[config.mk]
export PLATFORM = sky130hd
export DESIGN_NAME = csa_test_sched
export DESIGN_NICKNAME = d
export VERILOG_FILES = /design/src/rtl/csa_test_sched.sv
export SDC_FILE = /design/constraint.sdc
export NUM_CORES = 1
export LEC_CHECK = 0
export ABC_CLOCK_PERIOD_IN_PS = 5390
export CAP_MARGIN = 20
export CORE_ASPECT_RATIO = 1.4
export CORE_UTILIZATION = 60
export DETAILED_ROUTE_END_ITERATION = 7
export DONT_BUFFER_PORTS = 1
export PLACE_DENSITY = 0.83
export SLEW_MARGIN = 20
export SYNTH_ARGS = -nofsm -noshare
export SYNTH_HDL_FRONTEND = slang
export SYNTH_SLANG_ARGS = --single-unit
[constraint.sdc]
create_clock -name clk -period 5.39 [get_ports clk]
set_input_delay 0.2695 -clock clk [delete_from_list [all_inputs] [get_ports clk]]
set_output_delay 0.2695 -clock clk [all_outputs]
set_load 0.1 [all_outputs]
[src/rtl/csa_test_sched.sv]
// Self-test sequencer for the single-fault-tolerant carry-select adder:
// test pass, fault localisation, spare routing, verify pass, then release.
module csa_test_sched #(
  parameter int NUM_BLK = 4,
  parameter int BLK_W   = 6,
  parameter int PAT_W   = 4,
  parameter int NUM_PAT = 16,
  parameter int SETTLE  = 1
) (
  input  logic                     clk,
  input  logic                     init,
  input  logic                     start,
  input  logic [BLK_W-1:0]         desired_output,
  input  logic [NUM_BLK*BLK_W-1:0] actual_output,
  output logic                     test,
  output logic [PAT_W-1:0]         test_data,
  output logic [2:0]               is,
  output logic [NUM_BLK-1:0]       ss,
  output logic [NUM_BLK-1:0]       fault_map,
  output logic                     busy,
  output logic                     done,
  output logic                     fail
);

  typedef enum logic [2:0] {
    S_IDLE, S_RUN, S_EVAL, S_VERIFY, S_CHECK, S_DONE, S_FAIL
  } state_t;

  state_t             state_q, state_d;
  logic [PAT_W-1:0]   td_q, td_d;
  logic [2:0]         settle_q, settle_d;
  logic [2:0]         is_q, is_d;
  logic [NUM_BLK-1:0] ss_q, ss_d;
  logic [NUM_BLK-1:0] fm_q, fm_d;
  logic [NUM_BLK-1:0] vm_q, vm_d;
  logic [NUM_BLK-1:0] mism;
  logic               last_settle, last_pat, single_fault;

  // Lowest set bit wins; only used when exactly one bit is set.
  function automatic logic [2:0] first_idx(input logic [NUM_BLK-1:0] m);
    logic [2:0] r;
    r = '0;
    for (int k = NUM_BLK - 1; k >= 0; k--) begin
      if (m[k]) r = 3'(k);
    end
    return r;
  endfunction

  always_comb begin
    for (int k = 0; k < NUM_BLK; k++) begin
      mism[k] = (actual_output[k*BLK_W +: BLK_W] != desired_output);
    end
  end

  assign last_settle  = (settle_q == 3'(SETTLE));
  assign last_pat     = (td_q == PAT_W'(NUM_PAT - 1));
  assign single_fault = (fm_q != '0) && ((fm_q & (fm_q - 1'b1)) == '0);

  always_comb begin
    state_d  = state_q;
    td_d     = td_q;
    settle_d = settle_q;
    is_d     = is_q;
    ss_d     = ss_q;
    fm_d     = fm_q;
    vm_d     = vm_q;
    case (state_q)
      S_IDLE, S_DONE, S_FAIL: begin
        if (start) begin
          state_d  = S_RUN;
          td_d     = '0;
          settle_d = '0;
          is_d     = '0;
          ss_d     = '0;
          fm_d     = '0;
          vm_d     = '0;
        end
      end
      S_RUN, S_VERIFY: begin
        if (last_settle) begin
          settle_d = '0;
          if (state_q == S_RUN) fm_d = fm_q | mism;
          else                  vm_d = vm_q | mism;
          if (last_pat) begin
            td_d    = '0;
            state_d = (state_q == S_RUN) ? S_EVAL : S_CHECK;
          end else begin
            td_d = td_q + 1'b1;
          end
        end else begin
          settle_d = settle_q + 3'd1;
        end
      end
      S_EVAL: begin
        if (fm_q == '0) begin
          state_d = S_DONE;
          is_d    = '0;
          ss_d    = '0;
        end else if (single_fault) begin
          state_d  = S_VERIFY;
          is_d     = first_idx(fm_q) + 3'd1;
          ss_d     = fm_q;
          td_d     = '0;
          settle_d = '0;
          vm_d     = '0;
        end else begin
          state_d = S_FAIL;
          is_d    = '0;
          ss_d    = '0;
        end
      end
      S_CHECK: begin
        // A dirty verify pass means the spare itself is bad: drop the repair.
        if (vm_q == '0) begin
          state_d = S_DONE;
        end else begin
          state_d = S_FAIL;
          is_d    = '0;
          ss_d    = '0;
        end
      end
      default: state_d = S_IDLE;
    endcase
  end

  always_ff @(posedge clk) begin
    if (init) begin
      state_q  <= S_IDLE;
      td_q     <= '0;
      settle_q <= '0;
      is_q     <= '0;
      ss_q     <= '0;
      fm_q     <= '0;
      vm_q     <= '0;
    end else begin
      state_q  <= state_d;
      td_q     <= td_d;
      settle_q <= settle_d;
      is_q     <= is_d;
      ss_q     <= ss_d;
      fm_q     <= fm_d;
      vm_q     <= vm_d;
    end
  end

  assign test      = (state_q == S_RUN) || (state_q == S_VERIFY);
  assign busy      = test || (state_q == S_EVAL) || (state_q == S_CHECK);
  assign done      = (state_q == S_DONE);
  assign fail      = (state_q == S_FAIL);
  assign test_data = td_q;
  assign is        = is_q;
  assign ss        = ss_q;
  assign fault_map = fm_q;

endmodule

# Word level (Yosys, flattened, before mapping)
# Index checks and enable logic that the tools add are counted.
[word_totals]
register_bits = 25
word_cells = 94
input_bits = 33
[op_classes]
addsub = 4
n_reduce_logical = 20
bitwise = 3
eq_ne = 20
mux = 40
[op_table]
columns = ["operator", "count"]
rows = [
  ["3-bit 2-to-1 mux", 19],
  ["4-bit 2-to-1 mux", 12],
  ["4-bit case mux with 3 select lines", 3],
  ["6-bit inequality test", 4],
  ["3-bit case mux with 3 select lines", 2],
  ["2-bit inequality test (second input constant)", 8],
  ["4-bit logical NOT", 3],
  ["3-bit case mux with 4 select lines", 1],
  ["3-bit == test (second input constant)", 3],
  ["4-bit OR", 2],
  ["4-bit case mux with 2 select lines", 1],
  ["4-bit AND reduction", 2],
  ["3-bit by 1-bit adder with 3-bit output (second input constant)", 2],
  ["3-bit by 1-bit == test with 1-bit output (second input constant)", 2],
  ["3-bit by 2-bit == test with 1-bit output (second input constant)", 2],
  ["3-bit AND reduction", 2],
  ["6-bit AND reduction", 1],
  ["3-bit nonzero test", 2],
  ["5-bit AND reduction", 1],
  ["4-bit by 1-bit adder with 4-bit output (second input constant)", 1],
  ["4-bit AND", 1],
  ["4-bit == test (second input constant)", 1],
  ["2-bit 2-to-1 mux", 2],
  ["4-bit nonzero test", 1],
  ["7 further kinds", 9],
]

# Logic depth before layout (Yosys ltp)
# Gate-level depths: netlist (run 1).
[logic_depth]
word_depth = 11
depth_mapped = 7

# Least setup slack after synthesis (run 1)
# OpenSTA, ideal clock, no wires.
[synth_timing]
path_kind = "reg2reg"
start = "register state_q[0]"
end = "register state_q[0]"
arrival_ns = 3.190
setup_time_ns = 0.083
path_stages_with_launch = 6
slack_ns = 2.117
required_time_ns = 5.307
path_cell_list = "dfxtp_1 buf_2 buf_1 nor3_1 nor4_1 nor3_1"
[synth_between]
elab_chain_len = 4
word_cells_on_any_way = 14
classes_between = "9 x eq/ne; 1 x mux; 4 x reduce/logical"
[synth_rtl]
columns = ["element", "line_no", "rtl"]
rows = [
  ["from (decl)", "29", "state_t state_q, state_d;"],
  ["from (signal assigned)", "136", "state_q <= state_d;"],
  ["3-bit == test *", "n/a", ""],
  ["via fail", "22", "output logic fail"],
  ["3-bit OR reduction *", "67", "case (state_q)"],
  ["2-bit inequality test (no line)", "n/a", ""],
  ["3-bit AND reduction (no line)", "n/a", ""],
]
# The timed path passes the listed nets; every way through them passes the cells marked *.
# A chain may end at the register's enable or synchronous reset.

# Worst setup path in the final report (run 1)
[layout_timing]
start = "register td_q[0], in the netlist test_data[0]"
end = "register state_q[0]"
[layout_between]
elab_chain_len = 3
[layout_rtl]
columns = ["element", "line_no", "rtl"]
rows = [
  ["from (decl)", "30", "logic [PAT_W-1:0] td_q, td_d;"],
  ["from (signal assigned)", "137", "td_q <= td_d;"],
  ["4-bit == test", "56", "assign last_pat = (td_q == PAT_W'(NUM_PAT - 1));"],
  ["2-bit inequality test (no line)", "n/a", ""],
  ["3-bit AND reduction (no line)", "n/a", ""],
]
# No other way between the ends.

==> impl_metrics.toml, run 1 <==
[outcome]
status = "finished, final reports clean"

[clock_tree]
htree_levels = 1
cts-resized-gates = 0
clk_pin_slew_ns = 0.13
clockBufferDepth = 2
numCtsBuffers = 3
cts_sinks = 25
clk_latency_ns = 0.31
cts_tree = "yes"
cts_setup_buffers = 0
cts-root-buf = "clkbuf_4"

[power]
power_w = 0.001120
p_leak_nw = 0.6198
irDropWorstVdd_mv = 0.6202
power.density_nw_per_um2 = 634.9

[layout]
layoutNonFillerInstCount = 236
antennaDiodeCount = 0
fill_cells = 235
drive_gt1_share_pct = 13.50
fin_nets = 236
design_area_um2 = 1764
syn_to_final_growth_pct = 5.697

[min_path]
hold_depth = 1
min_path_type = "in -> reg"
hold_start = "init"
min_to = "test_data[2]"

[sta]
max_freq_mhz = 384.9
setup_viol = 0
worst_slew_pin_slew_ns = 1.103
rsz0062_at_grt = "no"
min_period_ns = 2.598
hold_viol_final = 0
fin_tns_setup_ns = 0
fin_ws_ns = 2.792
relSlewSlack_pct = 26.39
finalCritPeriodShare_pct = 48.20
skew_ns = 0.007933
slew_viol_final = 0

[floorplan]
start_util_pct = 63.16
io_pins = 52
coreArea_um2 = 2643
dieArea_um2 = 3000
fp-row-count = 22
die_x_um = 46.58
die_h_um = 64.41

[synth]
synth_edf_count = 0
ys_seq_area_share_pct = 29.99
ys.flop_type = "dfxtp_1"
ys_seq_elements = 25
yosysWarnings = 0
synth.avg_cell_area_um2 = 8.263
async_reset_ff_share_pct = 0
synth_cells = 202
yosys.area.top_type = "dfxtp_1"
synthTopCellsByArea = "dfxtp_1, xor2_1, xnor2_1, nor2_1, a21oi_1"
synth_top_area_share_pct = 29.99
syn_area_um2 = 1669
synth_cell_types = 55
ys_top_cells_by_count = "dfxtp_1, nor2_1, a21oi_1, xor2_1, xnor2_1"
synth_nets = 237

[placed_design]
place_ws_ns = 2.704
globalplace.congestion = 0.8143
hpwlAfterDp_um = 2901
dp_cells = 230
io_buffers = 0
placed_area_um2 = 1713

[worst_setup_path]
cpPeakStageDelay_ns = 1.08
rrSetupSlack_ns = 2.79
cp_top_family = "flip-flops"
crit_buf_inv = 0
r2r_cells = 6
start_kind = "flop"
crit_fanout = 6
rr_startpoint = "test_data[0]"
cp.arrival_ns = 2.81
crit_type = "reg -> reg"
worstPathRequired_ns = 5.60
cp-end-kind = "flop"
timing.rr.end = "state_q[0]"
path_cells = "ha_1, nand3_1, o21ai_0, o21ai_0, nor4_1, nor3_1"
cp_slowest_cell = "dfxtp_1"
cp_common_cell = "o21ai_0"

[run]
maxCapViolCount = 0

[detailed_routing]
drc = 0
vias = 1499
route.detailed.wl_per_inst_um = 15.97
drt_first_pass_iters = 5
wirelength_um = 3769
via_per_inst = 6.352
final_antenna_net_count = 0
drt_iter0_drc = 44

[global_routing]
grt-ovfl-total = 0
antenna_found_initial = 0
grt_max_degree = 19
grt_pass1_wl_um = 5961
grt_pass1_vias = 1442
grtUsageTotal_pct = 26.74
## state kept, by name (all words and copies together), names as in the netlist
name       flops
fault_map      4
test_data      4
vm_q           4
is             3
settle_q       3
ss             4
state_q        3
## per-stage QoR
step                      util (%)  hold slack (ns)
after floorplan                  -           0.4371
after global placement       64.82           0.3421
after detailed placement     64.82           0.3438
after CTS                    66.24         0.002402
after global routing         66.76         0.009851
final                        66.76          0.02085
## layout by cell type (no fill, tap or decap), types with 2 or more instances in the layout
cell,Yosys,routed
a22o_1,4,4
clkbuf_4,0,3
inv_1,4,4
nand2_1,6,6
nor2_1,25,24
buf_4,1,2
xnor2_1,11,10
nor3_2,1,2
a21oi_1,16,16
dlygate4sd3_1,0,2
nand3_1,10,10
nor3b_1,2,2
inv_2,2,2
xor2_1,16,16
nand2b_1,4,4
dfxtp_1,25,22
o211ai_1,2,2
a211oi_1,3,3
mux2i_1,2,2
o2111ai_1,2,2
nor2b_1,3,3
dfxtp_2,0,3
nor4_1,5,5
nor4b_1,2,2
ha_1,2,2
nor3_1,8,7
o21ai_0,9,9
## layout make-up
type,instances,area (um^2),share of cell area [%]
clock buffers,3,22.52,1.277
clock inverters,1,5.005,0.2837
inverters,6,22.52,1.277
multi-input cells,160,1102,62.48
flip-flops and latches,25,504.2,28.58
well taps,36,45.04,2.553
repair buffers,5,62.56,3.546
## routing by layer
metal / vias up / track usage (%) / wire, um / share of wire, %
met3: 14 / 5.650 / 241 / 6.4
met1: 696 / 28.57 / 1414 / 38
li1: 720 / - / - / -
met5: - / 0 / 0 / 0
met4: 0 / 13.24 / 123 / 3.3
met2: 69 / 46.35 / 1990 / 53
## logic make-up after synthesis
| logic type | count (synthesis) | share of synthesized area [%] |
|---|---|---|
| AOI/OAI and AO/OA | 52 | 23.24 |
| xor gates and xnor gates | 28 | 15.14 |
| adders and majority gates | 2 | 1.499 |
| and+or+nand+nor | 76 | 24.06 |
| buffers and inverters | 17 | 4.872 |
| muxes | 2 | 1.199 |
| DFF | 25 | 29.99 |
## where the power goes
group          switching [W]  internal, W
sequential          0.000224     0.000238
combinational       0.000380     0.000197
clock              0.0000538    0.0000277
total               0.000658     0.000462
## worst max path at each step
stage / from / to / slack, ns / cells after the start
after global placement: fault_map[0] / settle_q[2] / 2.82 / 5
final: test_data[0] / state_q[0] / 2.79 / 6
after global routing: test_data[0] / state_q[0] / 2.64 / 6
after CTS: fault_map[0] / settle_q[2] / 2.68 / 5
after detailed placement: fault_map[0] / settle_q[2] / 2.70 / 5
after floorplan: state_q[0] / state_q[0] / 2.12 / 5
## what timing repair did
item / in CTS / in global routing
setup endpoints to repair: 0 / 0
endpoints found under the hold margin: 2 / 8
hold buffers: 1 / 1
Note: power is estimated with default switching activity, not from simulation.
==> run 2, diff against run 1 <==
Settings changed: ABC_AREA from default to 1, ABC_CLOCK_PERIOD_IN_PS 5390 to 2400.
Clock period 5.39 ns to 2.4 ns, I/O delays scaled along.
==> run 2 against run 1 <==
Global-route usage fell by 1.0 points. Power rose by 140%. Die area up 4.0%. Clock skew decreased by 0.0053 ns. Combinational power increased to 3.2 times the previous value. Critical path type is now reg -> out. Sequential share of layout area shrank 2.8 points. Critical endpoint is now busy. Synthesized cell count rose by 48%.
==> impl_metrics.toml, run 2 <==
[layout]
most-common-layout-cells = "nand2_1, inv_1, nor2_1, a21oi_1, dfxtp_1"
antennaDiodeCount = 0
fin_nets = 355
syn_to_final_growth_pct = 11.58
drive_gt1_share_pct = 11.60
final_common_cell = "nand2_1"

[floorplan]
io_pins = 52
fp-row-count = 22
coreArea_um2 = 2698
start_util_pct = 64.47
die_h_um = 65.71
dieArea_um2 = 3121
die_x_um = 47.50

[clock_tree]
cts-root-buf = "clkbuf_4"
hold_buffers = 1
clockBufferDepth = 2
clk_pin_slew_ns = 0.14
htree_levels = 1
cts-resized-gates = 0
numCtsBuffers = 3
cts_setup_buffers = 0
cts_tree = "yes"
clk_latency_ns = 0.31
cts_sinks = 25

[synth]
synth_cell_types = 23
synthTopCellsByArea = "dfxtp_1, nand2_1, inv_1, a21oi_1, nor2_1"
ys_top_cells_by_count = "nand2_1, inv_1, nor2_1"
syn_area_um2 = 1739
yosys.cell_count.top_type = "nand2_1"
synth.avg_cell_area_um2 = 5.817
ys_seq_area_share_pct = 28.78
synth_top_area_share_pct = 28.78
yosys.area.top_type = "dfxtp_1"
synth_edf_count = 0
ys_seq_elements = 25
yosysWarnings = 0
synth_cells = 299
synth_nets = 334
async_reset_ff_share_pct = 0
ys.flop_type = "dfxtp_1"

[detailed_routing]
drt_first_pass_iters = 4
drt_iter0_drc = 31
final_antenna_net_count = 0
route.detailed.wl_per_inst_um = 10.40
vias = 1788
drc = 0
wirelength_um = 3692
via_per_inst = 5.037

[sta]
min_period_ns = 1.754
hold_viol_final = 0
fin_tns_setup_ns = 0
max_freq_mhz = 570.3
relSlewSlack_pct = 59.35
fin_ws_ns = 0.6464
setup_viol = 0
worst_slew_pin_slew_ns = 0.6078
slew_viol_final = 0
skew_ns = 0.002640
finalCritPeriodShare_pct = 73.07
rsz0062_at_grt = "no"

[outcome]
status = "finished, final reports clean"

[worst_setup_path]
crit_fanout = 9
cp_top_family = "buffers and inverters"
cp.arrival_ns = 1.63
worstPathRequired_ns = 2.28
cp_common_cell = "inv_2"
crit_buf_inv = 3
crit_type = "reg -> out"
cp_slowest_cell = "dfxtp_1"
start_kind = "flop"
path_cells = "inv_2, nor3_4, inv_2, nand3_1, buf_4"
cp-end-kind = "primary output"
cpPeakStageDelay_ns = 0.45

[run]
maxCapViolCount = 0

[power]
switching_share_pct = 60.89
switchingPower_w = 0.001642
internal_power_w = 0.001055
pwr-share-seq_pct = 23.5
clkPwrFrac_pct = 7.1
combPwrFrac_pct = 69.4
irDropWorstVdd_mv = 0.7810
power.density_nw_per_um2 = 1390
p_leak_nw = 1.036

[global_routing]
grt_max_degree = 17
antenna_found_initial = 0
grt_pass1_vias = 1610
grt_pass1_wl_um = 5982
grt-ovfl-total = 0
grtUsageTotal_pct = 25.73

[min_path]
min_path_type = "in -> reg"

[placed_design]
hpwlAfterDp_um = 3025
io_buffers = 0
place_ws_ns = 0.7191
globalplace.congestion = 0.8869
[run 2: kinds of logic after synthesis]
| group | count (synthesis) | share of synthesized area [%] |
|---|---|---|
| compound gates | 35 | 10.86 |
| buf+inv | 54 | 12.30 |
| flops | 25 | 28.78 |
| xor+xnor | 4 | 2.014 |
| fa+ha+maj | 2 | 1.439 |
| simple gates | 179 | 44.61 |
[run 2: worst paths after layout]
check,from,endpoint,slack [ns],cells after the start
setup / recovery,state_q[1],busy,0.65,5
hold / removal,start,state_q[1],0.20,4
setup reg to reg,state_q[2],state_q[2],0.66,8
hold reg to reg,vm_q[3],vm_q[3],0.47,2
[run 2: power by group through the flow]
stage / clock, W / sequential, W / combinational (W)
after CTS: 0.000199 / 0.000633 / 0.00187
after floorplan: 0 / 0.00109 / 0.00109
after global placement: 0 / 0.000640 / 0.00183
after detailed placement: 0 / 0.000643 / 0.00186
final: 0.000192 / 0.000634 / 0.00187
after global routing: 0.000214 / 0.000653 / 0.00204
[run 2: cell type report]
type	count	area [um^2]
timing repair buffer	20	152.6
clock inverter	1	7.507
sequential	25	500.5
multi-input combinational	220	1025
tap	36	45.04
fill	258	757.0
clock buffer	3	22.52
inverter	50	187.7
[run 2: routing by layer]
layer	vias to the layer above	global-route usage (%)	routed length [um]	share of wire [%]
li1	975	-	-	-
met1	765	28.01	1519	41
met2	46	48.29	1986	54
met3	2	3.571	154	4.2
met4	0	6.786	31	0.84
met5	-	0	0	0
[run 2: worst min-delay path: stages]
cell and delay, ns:
inv_1 0.11, a21oi_1 0.13, nand2_1 0.06, a21oi_1 0.06
[run 2: stage by stage]
stage	instances	cell area [um^2]	util, %	power (W)	hold WS, ns
after CTS	355	1941	71.94	0.002704	0.1999
final	355	1941	71.94	0.002697	0.1986
after global routing	355	1941	71.94	0.002906	0.2122
after floorplan	299	1739	-	0.002182	0.1891
after detailed placement	350	1901	70.45	0.002503	0.1935
after global placement	350	1901	70.45	0.002472	0.1923
